File: src/rtl/crc_pkg.sv
// Shared CRC-8 definitions: FSM state type, default polynomial and the
// single-bit update function used by both the datapath and the bench model.
package crc_pkg;

    typedef enum logic [1:0] {
        IDLE = 2'd0,
        RUN  = 2'd1,
        DONE = 2'd2
    } state_e;

    localparam logic [7:0] CRC8_POLY = 8'h07;

    // One MSB-first shift of the CRC register with data bit b.
    function automatic logic [7:0] crc8_step(input logic [7:0] c, input logic b,
                                             input logic [7:0] poly);
        logic fb;
        fb = c[7] ^ b;
        return {c[6:0], 1'b0} ^ (fb ? poly : 8'h00);
    endfunction

endpackage

File: src/rtl/crc8_bit_step.sv
// Combinational single-bit CRC-8 update: feedback XOR of register MSB and
// data bit, folded into the shifted register through the polynomial taps.
module crc8_bit_step #(
    parameter logic [7:0] POLY = 8'h07
) (
    input  logic [7:0] crc_i,
    input  logic       bit_i,
    output logic [7:0] crc_o
);

    logic fb;

    assign fb    = crc_i[7] ^ bit_i;
    assign crc_o = {crc_i[6:0], 1'b0} ^ ({8{fb}} & POLY);

endmodule

File: src/rtl/serial_crc8.sv
// Bit-serial CRC-8 generator/checker with framing FSM, saturating bit counter,
// mid-frame abort detection and a one-cycle completion pulse.
module serial_crc8
    import crc_pkg::*;
#(
    parameter logic [7:0] POLY  = CRC8_POLY,
    parameter logic [7:0] INIT  = 8'h00,
    parameter int unsigned LEN_W = 8
) (
    input  logic             clk,
    input  logic             rst,
    input  logic             bit_in,
    input  logic             bit_valid,
    input  logic             sof,
    input  logic             eof,
    output logic [7:0]       crc_out,
    output logic             crc_valid,
    output logic [LEN_W-1:0] bit_count,
    output logic             busy,
    output logic             frame_err,
    output logic             overflow
);

    localparam logic [LEN_W-1:0] CNT_MAX = '1;
    localparam logic [LEN_W-1:0] CNT_ONE = LEN_W'(1);

    state_e           state_q, state_d;
    logic [7:0]       crc_q, crc_d;
    logic [LEN_W-1:0] cnt_q, cnt_d;
    logic             frame_err_q, frame_err_d;
    logic             ovf_q, ovf_d;

    logic       start;
    logic [7:0] step_in;
    logic [7:0] step_out;

    assign start = bit_valid & sof;
    // A start-of-frame bit always folds into INIT, never the live register.
    assign step_in = start ? INIT : crc_q;

    crc8_bit_step #(
        .POLY (POLY)
    ) u_step (
        .crc_i (step_in),
        .bit_i (bit_in),
        .crc_o (step_out)
    );

    always_comb begin
        state_d     = state_q;
        crc_d       = crc_q;
        cnt_d       = cnt_q;
        ovf_d       = ovf_q;
        frame_err_d = 1'b0;
        unique case (state_q)
            RUN: begin
                if (bit_valid) begin
                    crc_d = step_out;
                    if (sof) begin
                        frame_err_d = 1'b1;
                        cnt_d       = CNT_ONE;
                        ovf_d       = 1'b0;
                        state_d     = eof ? DONE : RUN;
                    end else begin
                        if (cnt_q == CNT_MAX) begin
                            ovf_d = 1'b1;
                        end else begin
                            cnt_d = cnt_q + CNT_ONE;
                        end
                        if (eof) begin
                            state_d = DONE;
                        end
                    end
                end
            end
            IDLE, DONE: begin
                state_d = IDLE;
                if (start) begin
                    crc_d   = step_out;
                    cnt_d   = CNT_ONE;
                    ovf_d   = 1'b0;
                    state_d = eof ? DONE : RUN;
                end
            end
            default: state_d = IDLE;
        endcase
    end

    always_ff @(posedge clk) begin
        if (rst) begin
            state_q     <= IDLE;
            crc_q       <= INIT;
            cnt_q       <= '0;
            frame_err_q <= 1'b0;
            ovf_q       <= 1'b0;
        end else begin
            state_q     <= state_d;
            crc_q       <= crc_d;
            cnt_q       <= cnt_d;
            frame_err_q <= frame_err_d;
            ovf_q       <= ovf_d;
        end
    end

    assign crc_out   = crc_q;
    assign bit_count = cnt_q;
    assign crc_valid = (state_q == DONE);
    assign busy      = (state_q == RUN);
    assign frame_err = frame_err_q;
    assign overflow  = ovf_q;

endmodule

File: config.mk
export PLATFORM = sky130hd
export DESIGN_NAME = serial_crc8
export DESIGN_NICKNAME = d
export VERILOG_FILES = /design/src/rtl/crc_pkg.sv /design/src/rtl/crc8_bit_step.sv /design/src/rtl/serial_crc8.sv
export SDC_FILE = /design/constraint.sdc
export NUM_CORES = 1
export LEC_CHECK = 0
export BUFFER_PORTS_ARGS = -buffer_cell sky130_fd_sc_hd__buf_4
export CAP_MARGIN = 10
export CORE_ASPECT_RATIO = 0.75
export CORE_MARGIN = 2
export CORE_UTILIZATION = 36
export CTS_CLUSTER_DIAMETER = 80
export DETAILED_ROUTE_END_ITERATION = 6
export PLACE_DENSITY_LB_ADDON = 0.12
export SYNTH_ARGS = -nofsm -noshare
export SYNTH_HDL_FRONTEND = slang
export SYNTH_SLANG_ARGS = --single-unit
export TNS_END_PERCENT = 5
File: constraint.sdc
create_clock -name clk -period 2.94 [get_ports clk]
set_clock_uncertainty 0.2 [all_clocks]
set_input_delay 0.147 -clock clk [delete_from_list [all_inputs] [get_ports clk]]
set_output_delay 0.147 -clock clk [all_outputs]
set_load 0.02 [all_outputs]
==> results.yml <==
worst_setup_path:
  timing.critical_path.arrival_ps: 1880
  cp.required_ps: 2870
  rr_endpoint: "bit_count[0]$_SDFFE_PP0P_"
  endpoint_kind: "register"
  critical_path.reg2reg.startpoint: "bit_count[0]$_SDFFE_PP0P_"
  timing.critical_path.from_type: "register"
  maximum_fanout_along_the_worst_path: 7
  classification_of_the_worst_setup_path: "reg2reg"
  r2r_setup_slack_ps: 990
  worst-r2r-cell-count: 5
floorplanning:
  io_pins: 26
  fp.coreArea_um2: 2870
  die_width_um: 66.7
  die_area_um2: 3400
  start_util: 0.369
  floorplan.die.height_um: 51.0
  placementRows: 17
detailed_routing:
  post-route-drc-count: 0
  wire_length_per_cell_after_detailed_routing_um: 14.3
  vias: 1030
  routed_via_density: 5.63
  drt-total-wl_um: 2620
  drt_first_iter_violations: 55
  detail-route-antenna-nets: 0
  firstDrtPassIters: 4
yosys:
  post_synth_instance_area_um2: 1060
  synth_cells: 122
  netlist_top_cells_area: "sky130_fd_sc_hd__dfxtp_1, sky130_fd_sc_hd__a21oi_1, sky130_fd_sc_hd__a311oi_2"
  synth_sequential_area_ratio: 0.377
  synth-warning-count: 0
  synth.lib_cells_used.distinct: 40
  yosysTopAreaCell: "sky130_fd_sc_hd__dfxtp_1"
  synth_nets: 129
  synth_largest_type_area_fraction: 0.377
  postSynthAreaPerCell_um2: 8.70
  yosys_register_bits: 20
clocking:
  cts_tree: "done"
  cts.root.buffer_cell: "sky130_fd_sc_hd__clkbuf_8"
  cts_buffers: 3
  post_cts_resized: 0
  post-cts-setup-buffer-count: 0
  clock_transition_at_path_regs_ps: 70
  cts.sinks: 20
  htree_levels: 1
  hold_buffer_count_at_cts: 2
  cts-root-to-sink-buffers: 2
  clkLatencyLatePin_ps: 250
flow_run:
  max_cap_viol_count: 0
pwr:
  ir_drop_worst_case_vdd_uv: 270
  power.density_cell_area_nw_per_um2: 399
  cellLeakagePower_nw: 0.483
sta:
  fin_ws_ps: 993
  worst_pin_slew_ps: 364
  max_freq_ghz: 0.514
  slew_viol_final: 0
  final-hold-violation-count: 0
  max_slew_headroom_at_the_worst_pin: 0.755
  finalSetupTns_ps: 0
  setup-violations-final: 0
  unrepaired_setup_endpoints_after_global_routing: "false"
  timing.final.crit_share: 0.662
  final.min_clock_period_ps: 1950
worst_hold_path:
  hold_sp: "bit_valid"
  worst_hold_path.num_cells: 2
  worstHoldPathType: "in2reg"
  whs_endpoint: "state_q[1]$_SDFFE_PP0P_"
placement:
  portBuffers: 25
  dp_slack_ps: 1020
  place_congestion: 0.789
  detailedPlacementHpwl_um: 1840
global_routing:
  gr-usage-all-layers: 0.161
  pin_count_of_the_biggest_net_entering_global_routing: 21
  antenna_found_initial: 0
  global_route_wire_length_before_repair_um: 4170
  overflow_after_grt: 0
  first_global_vias: 855
finish:
  num-nets-final: 154
  most_frequent_cells_in_the_layout: "sky130_fd_sc_hd__buf_4, sky130_fd_sc_hd__dfxtp_1, sky130_fd_sc_hd__a21oi_1"
  final_util: 0.460
  n_antenna_cell: 0
  syn2layout_area_growth_pct: 24.4
  mostFrequentLayoutCell: "sky130_fd_sc_hd__buf_4"
  drive_gt1_frac: 0.276
status:
  outcome: "finished, final reports clean"
[worst max-delay path by stage]
stage                         startpoint                   endpoint  slack (ps)
2_1_floorplan  bit_count[0]$_SDFFE_PP0P_  bit_count[0]$_SDFFE_PP0P_        1020
3_3_place_gp   bit_count[0]$_SDFFE_PP0P_  bit_count[0]$_SDFFE_PP0P_        1080
3_5_place_dp   bit_count[0]$_SDFFE_PP0P_  bit_count[0]$_SDFFE_PP0P_        1020
4_1_cts        bit_count[0]$_SDFFE_PP0P_  bit_count[0]$_SDFFE_PP0P_        1010
5_1_grt        bit_count[0]$_SDFFE_PP0P_  bit_count[0]$_SDFFE_PP0P_         840
6_report       bit_count[0]$_SDFFE_PP0P_  bit_count[0]$_SDFFE_PP0P_         990
[power breakdown]
part	leakage, nW	internal (mW)	total [mW]	switching, mW
Sequential	0.162	0.276	0.284	0.00792
Clock	0.0216	0.0911	0.176	0.0844
Combinational	0.300	0.0263	0.0671	0.0407
Total	0.483	0.393	0.526	0.133
[per-layer routing]
metal  GRT usage  share of wire  up-vias
met5           0              0        -
met4      0.0544          0.011        0
met3      0.0441          0.053        6
met2       0.217           0.42       27
met1       0.244           0.52      491
li1            -              -      506
[worst max-delay path: stages (launching register included)]
cell	delay [ps]
sky130_fd_sc_hd__dfxtp_1	440
sky130_fd_sc_hd__ha_1	260
sky130_fd_sc_hd__nand4_1	170
sky130_fd_sc_hd__or4_4	550
sky130_fd_sc_hd__a21oi_1	160
sky130_fd_sc_hd__a211oi_1	60
[cells in the mapped netlist (all sizes together)]
cell type and number:
nor2b 2, a211oi 2, and4 1, a21o 1, o211ai 1, nor4 1
a221oi 2, and3 2, nor3b 2, a311oi 5, ha 1, and2b 1
buf 6, nor2 8, dfxtp 20, o21a 1, nand4 2, a31oi 1
nand2 13, and4b 2, or4 1, a22o 2, nand4bb 1, nand3 11
o31ai 1, nand2b 3, a21boi 1, a21oi 15, clkbuf 2, inv 2
o21ai 4, a22oi 2, nor3 1, nor4bb 1, a41oi 1
[registers in the layout, summed over array words and instances (netlist names)]
name,cells
bit_count,8
crc_out,8
state_q,2
frame_err,1
overflow,1
[logic make-up after synthesis]
family                   synth area share
AO/OA/AOI/OAI                       0.282
adder cells (fa/ha/maj)            0.0118
buffers and inverters              0.0495
flip-flops                          0.377
AND/OR/NAND/NOR                     0.279
[layout make-up]
| class | count | area, um2 |
|---|---|---|
| Sequential cell | 20 | 400 |
| Tap cell | 38 | 47.5 |
| Inverter | 2 | 7.51 |
| Multi-Input combinational cell | 92 | 608 |
| Clock buffer | 3 | 41.3 |
| Timing Repair Buffer | 28 | 215 |
| Fill cell | 291 | 1550 |
[per-stage QoR]
stage | cells | hold slack [ps] | cell area [um2] | power, mW
after global routing | 183 | 29.5 | 1320 | 0.557
after global placement | 178 | 152 | 1260 | 0.354
after CTS | 183 | 25.1 | 1320 | 0.536
after detailed placement | 178 | 144 | 1260 | 0.355
after floorplan | 122 | 47.1 | 1060 | 0.335
final | 183 | 37.4 | 1320 | 0.526
(Power assumes the default switching activity.)
